[config.mk]
export PLATFORM = sky130hd
export DESIGN_NAME = iosc_arb_flat
export DESIGN_NICKNAME = d
export VERILOG_FILES = /design/src/rtl/iosc_arb_if.sv /design/src/rtl/iosc_arb.sv /design/src/flat_wrapper.sv
export SDC_FILE = /design/constraint.sdc
export NUM_CORES = 1
export LEC_CHECK = 0
export ABC_AREA = 1
export CORE_MARGIN = 3
export CORE_UTILIZATION = 50
export DETAILED_ROUTE_END_ITERATION = 6
export DONT_BUFFER_PORTS = 1
export SYNTH_ARGS = -nofsm -noshare
export SYNTH_HDL_FRONTEND = slang
export SYNTH_SLANG_ARGS = --single-unit
[constraint.sdc]
create_clock -name clk -period 1.55 [get_ports clk]
set_input_delay 0.155 -clock clk [delete_from_list [all_inputs] [get_ports clk]]
set_output_delay 0.155 -clock clk [all_outputs]
set_load 0.01 [all_outputs]
[src/rtl/iosc_arb_if.sv]
// Handshake bundle for the IO/skin arbiter.
//   IF port  : i_if_req/i_if_addr in, o_if_done/o_if_err/o_if_data out
//   DM port  : i_dm_req/i_dm_we/i_dm_addr/i_dm_wdata in, o_dm_done/o_dm_err/o_dm_rdata out
//   Skin bus : o_skin_req/o_skin_we/o_skin_addr/o_skin_data out, i_skin_ack/i_skin_data in
//   Status   : o_busy, o_owner_dm out
// slave  = arbiter view, master = environment (core + skin) view.
interface iosc_arb_if #(
  parameter int unsigned DATA_WIDTH = 32
) ();
  logic                  i_if_req;
  logic [DATA_WIDTH-1:0] i_if_addr;
  logic                  o_if_done;
  logic                  o_if_err;
  logic [DATA_WIDTH-1:0] o_if_data;

  logic                  i_dm_req;
  logic                  i_dm_we;
  logic [DATA_WIDTH-1:0] i_dm_addr;
  logic [DATA_WIDTH-1:0] i_dm_wdata;
  logic                  o_dm_done;
  logic                  o_dm_err;
  logic [DATA_WIDTH-1:0] o_dm_rdata;

  logic                  o_skin_req;
  logic                  o_skin_we;
  logic [DATA_WIDTH-1:0] o_skin_addr;
  logic [DATA_WIDTH-1:0] o_skin_data;
  logic                  i_skin_ack;
  logic [DATA_WIDTH-1:0] i_skin_data;

  logic                  o_busy;
  logic                  o_owner_dm;

  modport slave (
    input  i_if_req, i_if_addr, i_dm_req, i_dm_we, i_dm_addr, i_dm_wdata,
    input  i_skin_ack, i_skin_data,
    output o_if_done, o_if_err, o_if_data, o_dm_done, o_dm_err, o_dm_rdata,
    output o_skin_req, o_skin_we, o_skin_addr, o_skin_data, o_busy, o_owner_dm
  );

  modport master (
    output i_if_req, i_if_addr, i_dm_req, i_dm_we, i_dm_addr, i_dm_wdata,
    output i_skin_ack, i_skin_data,
    input  o_if_done, o_if_err, o_if_data, o_dm_done, o_dm_err, o_dm_rdata,
    input  o_skin_req, o_skin_we, o_skin_addr, o_skin_data, o_busy, o_owner_dm
  );
endinterface

[src/rtl/iosc_arb.sv]
// Two-port (instruction fetch / data memory) arbiter and sequencer for the skin bus.
// Round-robin on contention, one access at a time, timeout watchdog, per-port read capture.
//   clk   : system clock
//   rst_n : asynchronous active-low reset
//   bus   : iosc_arb_if.slave carrying both request ports, the skin bus and status
module iosc_arb #(
  parameter int unsigned DATA_WIDTH = 32,
  parameter int unsigned TIMEOUT    = 16
) (
  input logic       clk,
  input logic       rst_n,
  iosc_arb_if.slave bus
);

  localparam int unsigned CntW = (TIMEOUT > 1) ? $clog2(TIMEOUT) : 1;
  localparam logic [CntW-1:0] CntMax = CntW'((TIMEOUT > 0) ? TIMEOUT - 1 : 0);

  typedef enum logic [1:0] {StIdle, StAccess, StDone} state_e;

  state_e                state_q, state_d;
  logic                  owner_dm_q, owner_dm_d;
  logic                  last_dm_q, last_dm_d;
  logic                  we_q, we_d;
  logic                  err_q, err_d;
  logic [DATA_WIDTH-1:0] addr_q, addr_d;
  logic [DATA_WIDTH-1:0] wdata_q, wdata_d;
  logic [DATA_WIDTH-1:0] if_data_q, if_data_d;
  logic [DATA_WIDTH-1:0] dm_rdata_q, dm_rdata_d;
  logic [CntW-1:0]       cnt_q, cnt_d;
  logic                  grant_dm;
  logic                  timeout_hit;

  assign timeout_hit = (TIMEOUT != 0) && (cnt_q == CntMax);

  always_comb begin
    state_d    = state_q;
    owner_dm_d = owner_dm_q;
    last_dm_d  = last_dm_q;
    we_d       = we_q;
    err_d      = err_q;
    addr_d     = addr_q;
    wdata_d    = wdata_q;
    if_data_d  = if_data_q;
    dm_rdata_d = dm_rdata_q;
    cnt_d      = cnt_q;
    grant_dm   = 1'b0;

    case (state_q)
      StIdle: begin
        if (bus.i_if_req || bus.i_dm_req) begin
          // On a tie the port that did not win last time gets the bus.
          grant_dm   = bus.i_dm_req && (!bus.i_if_req || !last_dm_q);
          owner_dm_d = grant_dm;
          addr_d     = grant_dm ? bus.i_dm_addr : bus.i_if_addr;
          we_d       = grant_dm && bus.i_dm_we;
          wdata_d    = (grant_dm && bus.i_dm_we) ? bus.i_dm_wdata : '0;
          cnt_d      = '0;
          err_d      = 1'b0;
          state_d    = StAccess;
        end
      end
      StAccess: begin
        cnt_d = cnt_q + 1'b1;
        if (bus.i_skin_ack) begin
          if (!we_q) begin
            if (owner_dm_q) dm_rdata_d = bus.i_skin_data;
            else            if_data_d  = bus.i_skin_data;
          end
          err_d   = 1'b0;
          state_d = StDone;
        end else if (timeout_hit) begin
          err_d   = 1'b1;
          state_d = StDone;
        end
      end
      StDone: begin
        last_dm_d = owner_dm_q;
        cnt_d     = '0;
        state_d   = StIdle;
      end
      default: state_d = StIdle;
    endcase
  end

  always_ff @(posedge clk or negedge rst_n) begin
    if (!rst_n) begin
      state_q    <= StIdle;
      owner_dm_q <= 1'b0;
      last_dm_q  <= 1'b1;  // IF wins the first tie
      we_q       <= 1'b0;
      err_q      <= 1'b0;
      addr_q     <= '0;
      wdata_q    <= '0;
      if_data_q  <= '0;
      dm_rdata_q <= '0;
      cnt_q      <= '0;
    end else begin
      state_q    <= state_d;
      owner_dm_q <= owner_dm_d;
      last_dm_q  <= last_dm_d;
      we_q       <= we_d;
      err_q      <= err_d;
      addr_q     <= addr_d;
      wdata_q    <= wdata_d;
      if_data_q  <= if_data_d;
      dm_rdata_q <= dm_rdata_d;
      cnt_q      <= cnt_d;
    end
  end

  // Every output is decoded from registered state only.
  assign bus.o_busy      = (state_q != StIdle);
  assign bus.o_owner_dm  = owner_dm_q;
  assign bus.o_skin_req  = (state_q == StAccess);
  assign bus.o_skin_we   = (state_q == StAccess) && we_q;
  assign bus.o_skin_addr = (state_q == StAccess) ? addr_q : '0;
  assign bus.o_skin_data = (state_q == StAccess) ? wdata_q : '0;
  assign bus.o_if_done   = (state_q == StDone) && !owner_dm_q;
  assign bus.o_dm_done   = (state_q == StDone) && owner_dm_q;
  assign bus.o_if_err    = (state_q == StDone) && !owner_dm_q && err_q;
  assign bus.o_dm_err    = (state_q == StDone) && owner_dm_q && err_q;
  assign bus.o_if_data   = if_data_q;
  assign bus.o_dm_rdata  = dm_rdata_q;

endmodule

[src/flat_wrapper.sv]
// flat-port wrapper written by rule: the top's interface ports become plain ports
module iosc_arb_flat 
#(
  parameter int unsigned DATA_WIDTH = 32,
  parameter int unsigned TIMEOUT    = 16
)
  (clk, rst_n, bus_i_if_req, bus_i_if_addr, bus_i_dm_req, bus_i_dm_we, bus_i_dm_addr, bus_i_dm_wdata, bus_i_skin_ack, bus_i_skin_data, bus_o_if_done, bus_o_if_err, bus_o_if_data, bus_o_dm_done, bus_o_dm_err, bus_o_dm_rdata, bus_o_skin_req, bus_o_skin_we, bus_o_skin_addr, bus_o_skin_data, bus_o_busy, bus_o_owner_dm);
  iosc_arb_if #(.DATA_WIDTH(DATA_WIDTH)) bus_i ();
  input logic clk;
  input logic rst_n;
  input wire logic [$bits(bus_i.i_if_req)-1:0] bus_i_if_req;
  input wire logic [$bits(bus_i.i_if_addr)-1:0] bus_i_if_addr;
  input wire logic [$bits(bus_i.i_dm_req)-1:0] bus_i_dm_req;
  input wire logic [$bits(bus_i.i_dm_we)-1:0] bus_i_dm_we;
  input wire logic [$bits(bus_i.i_dm_addr)-1:0] bus_i_dm_addr;
  input wire logic [$bits(bus_i.i_dm_wdata)-1:0] bus_i_dm_wdata;
  input wire logic [$bits(bus_i.i_skin_ack)-1:0] bus_i_skin_ack;
  input wire logic [$bits(bus_i.i_skin_data)-1:0] bus_i_skin_data;
  output wire logic [$bits(bus_i.o_if_done)-1:0] bus_o_if_done;
  output wire logic [$bits(bus_i.o_if_err)-1:0] bus_o_if_err;
  output wire logic [$bits(bus_i.o_if_data)-1:0] bus_o_if_data;
  output wire logic [$bits(bus_i.o_dm_done)-1:0] bus_o_dm_done;
  output wire logic [$bits(bus_i.o_dm_err)-1:0] bus_o_dm_err;
  output wire logic [$bits(bus_i.o_dm_rdata)-1:0] bus_o_dm_rdata;
  output wire logic [$bits(bus_i.o_skin_req)-1:0] bus_o_skin_req;
  output wire logic [$bits(bus_i.o_skin_we)-1:0] bus_o_skin_we;
  output wire logic [$bits(bus_i.o_skin_addr)-1:0] bus_o_skin_addr;
  output wire logic [$bits(bus_i.o_skin_data)-1:0] bus_o_skin_data;
  output wire logic [$bits(bus_i.o_busy)-1:0] bus_o_busy;
  output wire logic [$bits(bus_i.o_owner_dm)-1:0] bus_o_owner_dm;
  assign bus_i.i_if_req = bus_i_if_req;
  assign bus_i.i_if_addr = bus_i_if_addr;
  assign bus_i.i_dm_req = bus_i_dm_req;
  assign bus_i.i_dm_we = bus_i_dm_we;
  assign bus_i.i_dm_addr = bus_i_dm_addr;
  assign bus_i.i_dm_wdata = bus_i_dm_wdata;
  assign bus_i.i_skin_ack = bus_i_skin_ack;
  assign bus_i.i_skin_data = bus_i_skin_data;
  assign bus_o_if_done = bus_i.o_if_done;
  assign bus_o_if_err = bus_i.o_if_err;
  assign bus_o_if_data = bus_i.o_if_data;
  assign bus_o_dm_done = bus_i.o_dm_done;
  assign bus_o_dm_err = bus_i.o_dm_err;
  assign bus_o_dm_rdata = bus_i.o_dm_rdata;
  assign bus_o_skin_req = bus_i.o_skin_req;
  assign bus_o_skin_we = bus_i.o_skin_we;
  assign bus_o_skin_addr = bus_i.o_skin_addr;
  assign bus_o_skin_data = bus_i.o_skin_data;
  assign bus_o_busy = bus_i.o_busy;
  assign bus_o_owner_dm = bus_i.o_owner_dm;
  iosc_arb #(.DATA_WIDTH(DATA_WIDTH), .TIMEOUT(TIMEOUT)) u_core (.clk(clk), .rst_n(rst_n), .bus(bus_i));
endmodule
==> summary.md, run 1 <==
| Metric | Value |
|---|---|
| Starting Density | 0.519 |
| Storage cell area | 3460 um^2 |
| Outcome | complete, but fails checks |
| 1st-iter DRT viols | 636 |
| Worst path slowest cell | dfrtp_2 |
| Worst path max stage delay | 0.44 ns |
| Sequential area share after synthesis | 0.545 |
| Num CTS Buffers | 17 |
| DP Area | 6980 um^2 |
| Setup ws final | -0.179 ns |
| Clock power share | 0.208 |
| Number of global-route vias before repair | 6,242 |
| RSZ-0062 raised after global routing | true |
| Clock insertion delay at the later pin of the skew report | 0.41 ns |
| WP data arrival | 1.57 ns |
| Largest net degree at the start of global routing | 139 |
| Initial antenna violation count | 0 |
| Fin Hold WS | -0.558 ns |
| CTS tree | done |
| Reg clk slew, reported paths | 0.06 ns |
| CTS Hold Buffers Added | 110 |
| Die Y | 119 um |
| P_sw | 8060 uW |
| Multi-input gate area | 2930 um^2 |
| Comb pwr share | 0.470 |
| 1st-pass router iterations | 5 |
| Synth Register Bits | 138 |
| DPL Wire Length | 11,500 um |
| Switch share | 0.409 |
| Num rows | 40 |
| Worst slew pin tran | 0.566 ns |
| Worst hold-check path type | in -> async |
| GR Util All Layers | 0.275 |
| Detail Route Antenna Nets | 0 |
| Reg2reg path depth | 8 |
| Top delay family on crit path | buffers and inverters |
| Worst-path fanout max | 6 |
| Design area | 10,200 um^2 |
| Vias | 6,825 |
| Diode count | 0 |
| Max Clk Rate | 578 MHz |
| CORE AREA | 12,200 um^2 |
| Max_cap viols | 0 |
| Min Tclk post-route | 1.73 ns |
| Syn Inst Count | 796 |
| Critical-path cell list | inv_4 > nand2_8 > buf_6 > clkbuf_16 > nor2_2 > buf_4 |
| Failing checks | negative hold slack, negative setup slack |
| Crit path capture type | output pin |
| Distinct cells, synth | 20 |
| Share of post-route cells with drive strength above 1 | 0.262 |
| Routability-driven placement congestion ratio | 0.810 |
| Fill count | 632 |
| Clk root buf | clkbuf_16 |
| First-pass GRT wire length | 31,000 um |
| Clk_skew | 0.0102 ns |
| Wire length per cell after detailed routing | 21.7 um |
| Max IR drop VDD | 1.12 mV |
| CTS max path bufs | 2 |
| Clock sinks | 138 |
| Hold Violations, Final | 138 |
| Final period util | 1.12 |
| WP data required | 1.39 ns |
| Fin. max-slew vios | 0 |
| Number of port buffers | 0 |
| Crit Reg-Reg Endpoint | u_core.wdata_q[25]$_DFFE_PN0P_ |
| P_int | 11,700 uW |
| Setup violators final | 122 |
| RR Startpoint | u_core.state_q[0]$_DFFE_PN0P_ |
| Sequential share of power | 0.323 |
| Crit Path Class | reg -> out |
| Leakage | 0.00480 uW |
| Startpoint Class | flip-flop |
| Die Wd | 119 um |
| Via density | 5.78 |
| Pwr Density | 1940 nW/um^2 |
| Mapped Area | 6330 um^2 |
| FF-to-FF setup slack | -0.10 ns |
| Post-Synthesis Net Count | 931 |
| Drc violations | 0 |
| GRT Residual Overflow | 0 |
| CP Buf/Inv Count | 4 |
| Die Area | 14,100 um^2 |
| Syn Area/Cell | 7.96 um^2 |
| Area growth from synthesis to layout | 60.5% |
| Htree depth | 4 |
| I/O Pins | 270 |
| Overall power | 19,700 uW |
| Nets | 1,135 |
| TNS Setup | -7.88 ns |
| Final WL | 25,600 um |
| Synth Warn # | 0 |
| Max_slew headroom | 0.621 |
-- cell type report --
type | count | share of cell area
Timing Repair Buffer | 236 | 0.266
Sequential cell | 138 | 0.340
Multi-Input combinational cell | 534 | 0.288
Inverter | 73 | 0.0272
Tap cell | 168 | 0.0207
Clock buffer | 24 | 0.0464
Clock inverter | 8 | 0.0116
-- routing by layer --
layer  up-vias  GRT usage  share of wire
met5         -          0              0
met4         0      0.133          0.045
met3       113     0.0900          0.095
met2       459      0.454           0.51
met1      3333      0.323           0.35
li1       2920          -              -
-- state kept, by name, indices dropped and copies added (netlist names) --
register               count
u_core.addr_q             32
u_core.cnt_q               4
u_core.bus.o_dm_rdata     32
u_core.bus.o_if_data      32
u_core.wdata_q            32
u_core.state_q             2
u_core.bus.o_owner_dm      1
u_core.err_q               1
u_core.we_q                1
u_core.last_dm_q           1
-- cells in the final DEF, fill, tap and decap left out, types with 32 or more instances in the layout --
cell type | netlist | layout
buf_4 | 4 | 40
buf_6 | 7 | 57
dfrtp_1 | 137 | 135
dlygate4sd3_1 | 0 | 110
inv_1 | 69 | 69
nand2_1 | 245 | 239
nand3_1 | 99 | 74
nor2_4 | 4 | 52
o21ai_0 | 67 | 61
o21ai_1 | 36 | 32
-- synthesized netlist by cell type --
cell type	number	area, um^2
dfrtp_1	137	3430
nand2_1	245	920
a21oi_1	3	15.0
inv_2	4	15.0
buf_2	22	110
inv_1	69	259
nand2_2	5	31.3
ha_1	1	12.5
buf_6	7	78.8
o21ai_1	36	180
nand3_1	99	495
clkbuf_1	16	60.1
nor2_4	4	45.0
nor3_1	2	10.0
dfstp_2	1	26.3
buf_4	4	30.0
o21ai_0	67	335
buf_1	3	11.3
nor2_2	2	12.5
nor2_1	69	259
-- cell families (layout without fill, tap and decap cells) --
logic type / after synthesis / count (layout) / share of synthesized area
flops: 138 / 138 / 0.545
buf+inv: 125 / 341 / 0.0891
compound gates: 106 / 106 / 0.0837
simple gates: 426 / 427 / 0.280
fa+ha+maj: 1 / 1 / 0.00197
-- how the worst max path moves through the flow --
stage | startpoint | to | slack [ns] | cells after the start
6_report | u_core.state_q[1]$_DFFE_PN0P_ | bus_o_skin_data[4] | -0.18 | 6
5_1_grt | u_core.state_q[1]$_DFFE_PN0P_ | bus_o_skin_data[4] | -0.19 | 6
4_1_cts | u_core.state_q[1]$_DFFE_PN0P_ | bus_o_skin_data[26] | -0.15 | 5
3_5_place_dp | u_core.last_dm_q$_DFFE_PN1N_ | u_core.wdata_q[5]$_DFFE_PN0P_ | -0.35 | 5
3_3_place_gp | u_core.last_dm_q$_DFFE_PN1N_ | u_core.wdata_q[20]$_DFFE_PN0P_ | -0.23 | 5
2_1_floorplan | u_core.state_q[1]$_DFFE_PN0P_ | bus_o_skin_addr[10] | 0.29 | 5
-- repair_timing --
| action | CTS | global route |
|---|---|---|
| hold endpoints to repair | 269 | 138 |
| setup endpoints to repair | 102 | 139 |
| gates cloned | 4 | 17 |
| gates resized for setup | 42 | 186 |
| pin swaps | 0 | 8 |
| buffers inserted | 5 | 15 |
-- power by group through the flow --
| stage | Combinational, uW | Clock [uW] | Sequential, uW |
|---|---|---|---|
| 2_1_floorplan | 3580 | 0 | 6050 |
| 5_1_grt | 9810 | 4290 | 6470 |
| 4_1_cts | 6410 | 4090 | 6240 |
| 3_5_place_dp | 5220 | 0 | 6300 |
| 6_report | 9270 | 4090 | 6370 |
| 3_3_place_gp | 5050 | 0 | 6260 |
-- metrics by stage --
step | util | setup slack [ns] | std cells
6_report | 0.833 | -0.179 | 1181
2_1_floorplan | - | 0.287 | 796
3_5_place_dp | 0.572 | -0.352 | 999
4_1_cts | 0.736 | -0.147 | 1150
3_3_place_gp | 0.572 | -0.231 | 999
5_1_grt | 0.833 | -0.187 | 1181
(Power assumes the default switching activity.)
==> run 2: changes to the inputs <==
- CTS_BUF_LIST: unset -> sky130_fd_sc_hd__clkbuf_16
==> run 2 against run 1 <==
Net effect:
- the run still ends with negative hold slack, negative setup slack left
- final area shrank 1.9%
- register-to-register slack gained 0.03 ns
- global-route usage shrank 0.10 points
- non-clock buffer count shrank 1
==> summary.md, run 2 (synthesis results as in run 1) <==
| Metric | Value |
|---|---|
| Crit path capture type | output pin |
| FF-to-FF setup slack | -0.07 ns (+0.03 ns) |
| Nets | 1,134 (-0.088%) |
| Max Clk Rate | 577 MHz (-0.18%) |
| Number of global-route vias before repair | 6,194 (-0.77%) |
| Max IR drop VDD | 1.17 mV (+5.2%) |
| Comb pwr share | 0.464 (-0.006) |
| P_int | 11,400 uW (-2.4%) |
| Clock sinks | 138 (unchanged) |
| Num CTS Buffers | 17 (unchanged) |
| 1st-pass router iterations | 6 (+1) |
| Routability-driven placement congestion ratio | 0.810 (unchanged) |
| Clock insertion delay at the later pin of the skew report | 0.40 ns (about the same) |
| Htree depth | 4 (unchanged) |
| Final WL | 24,300 um (-5.2%) |
| Pwr Density | 1920 nW/um^2 (-1.0%) |
| Wire length per cell after detailed routing | 20.6 um (-5.1%) |
| Share of post-route cells with drive strength above 1 | 0.248 (-0.0136) |
| Vias | 6,706 (-1.7%) |
| Fin Hold WS | -0.556 ns (+0.00262 ns) |
| GRT Residual Overflow | 0 (unchanged) |
| Leading cell types in the layout, fill and taps excluded | nand2_1, dfrtp_1, dlygate4sd3_1 |
| Fin util | 0.817 (-0.0155) |
| Setup Slack @ Placement | -0.352 ns (unchanged) |
| Clk_skew | 0.00538 ns (-0.00481 ns) |
| Worst-path fanout max | 6 (unchanged) |
| Switch share | 0.406 (-0.00299) |
| P_sw | 7770 uW (-3.6%) |
| Initial antenna violation count | 0 (unchanged) |
| DP Area | 6980 um^2 (unchanged) |
| Num rows | 40 (unchanged) |
| Largest net degree at the start of global routing | 139 (unchanged) |
| Final period util | 1.12 (+0.00202) |
| Crit Path Class | reg -> out |
| Fin. max-slew vios | 0 (unchanged) |
| I/O Pins | 270 (unchanged) |
| Leakage | 0.00477 uW (-0.47%) |
| WP data arrival | 1.58 ns (about the same) |
| Min Tclk post-route | 1.73 ns (+0.00313 ns) |
| CTS tree | done |
| Outcome | complete, but fails checks |
| Hold Violations, Final | 138 (unchanged) |
| Starting Density | 0.519 (unchanged) |
| Setup violators final | 58 (-52%) |
| Worst hold-check path type | in -> async |
| Die Area | 14,100 um^2 (unchanged) |
| First-pass GRT wire length | 30,900 um (-0.38%) |
| Sequential share of power | 0.330 (+0.007) |
| Area growth from synthesis to layout | 57.6% |
| Design area | 9980 um^2 (-1.9%) |
| Number of port buffers | 0 (unchanged) |
| Detail Route Antenna Nets | 0 (unchanged) |
| Overall power | 19,200 uW (-2.9%) |
| 1st-iter DRT viols | 581 (-8.6%) |
| Diode count | 0 (unchanged) |
| Die Y | 119 um (unchanged) |
| Clk root buf | clkbuf_16 |
| Max_cap viols | 0 (unchanged) |
| Commonest non-fill, non-tap cell in the layout | nand2_1 |
| Startpoint Class | flip-flop |
| GR Util All Layers | 0.274 (-0.00100) |
| Clock power share | 0.206 (-0.002) |
| CTS Hold Buffers Added | 110 (unchanged) |
| WP data required | 1.39 ns (about the same) |
| Die Wd | 119 um (unchanged) |
| RSZ-0062 raised after global routing | true |
| Reg clk slew, reported paths | 0.06 ns (about the same) |
| Via density | 5.68 (-1.7%) |
| Max_slew headroom | 0.625 (+0.00371) |
| Drc violations | 0 (unchanged) |
| Setup ws final | -0.182 ns (-0.00313 ns) |
| Worst slew pin tran | 0.556 ns (-0.0101 ns) |
| CORE AREA | 12,200 um^2 (unchanged) |
| DPL Wire Length | 11,500 um (unchanged) |
| Failing checks | negative hold slack, negative setup slack |
| CTS max path bufs | 2 (unchanged) |
[run 2: cell types whose count changed in the layout (fill, tap and decap cells not counted), moves of 5 or more]
cell	delta
buf_4	+11
buf_6	-11
nor2_2	+10
nor2_4	-10
nand3_1	+6
clkbuf_1	-5
inv_1	+5
nand3_2	-5
[run 2: what timing repair did]
item,in CTS,in global routing
endpoints found under the setup margin,102,138
hold endpoints to repair,269,138
setup buffers,5,15
pin swaps,0,7
cloned,4,16
gates resized for setup,42,153
[run 2: worst paths after layout]
| check | from | endpoint | cells after the start |
|---|---|---|---|
| setup / recovery | u_core.state_q[1]$_DFFE_PN0P_ | bus_o_skin_data[25] | 6 |
| hold / removal | rst_n | u_core.bus.o_dm_rdata[5]$_DFFE_PN0P_ | 0 |
| setup reg to reg | u_core.state_q[0]$_DFFE_PN0P_ | u_core.wdata_q[3]$_DFFE_PN0P_ | 8 |
| hold reg to reg | u_core.err_q$_DFFE_PN0P_ | u_core.err_q$_DFFE_PN0P_ | 2 |
| max in group asynchronous | rst_n | u_core.last_dm_q$_DFFE_PN1N_ | 0 |
| min in group clk | bus_i_dm_addr[12] | u_core.addr_q[12]$_DFFE_PN0P_ | 4 |
[run 2: layout make-up]
cell class              instances  area (um^2)
clock buffers                  17          425
well taps                     168          210
multi-input cells             534         2830
clock inverters                15          144
fillers                       692         2230
repair buffers                235         2640
inverters                      73          277
flip-flops and latches        138         3460
[run 2: per-stage QoR]
stage	std cells	setup TNS [ns]
6_report	1180	-4.81
4_1_cts	1150	-5.00
3_3_place_gp	999	-7.11
2_1_floorplan	796	0
3_5_place_dp	999	-9.64
5_1_grt	1180	-9.18
[run 2: power by group through the flow]
stage	Clock [uW]	Combinational [uW]	Sequential [uW]
2_1_floorplan	0	3580	6050
3_3_place_gp	0	5050	6260
3_5_place_dp	0	5220	6300
4_1_cts	3960	6410	6240
5_1_grt	4150	9480	6440
6_report	3940	8890	6320
[run 2: layer usage]
metal	up-vias	global-route usage	wire length [um]
met2	508	0.454	12300
met5	-	0	0
met1	3173	0.323	8290
met4	0	0.129	1200
met3	114	0.0890	2480
li1	2911	-	-
[run 2: worst max-delay path, cell delays in order (launching register included)]
cell     delay [ns]
dfrtp_2        0.42
inv_4          0.08
nand2_8        0.08
buf_4          0.16
buf_16         0.14
nor2_1         0.13
buf_4          0.15
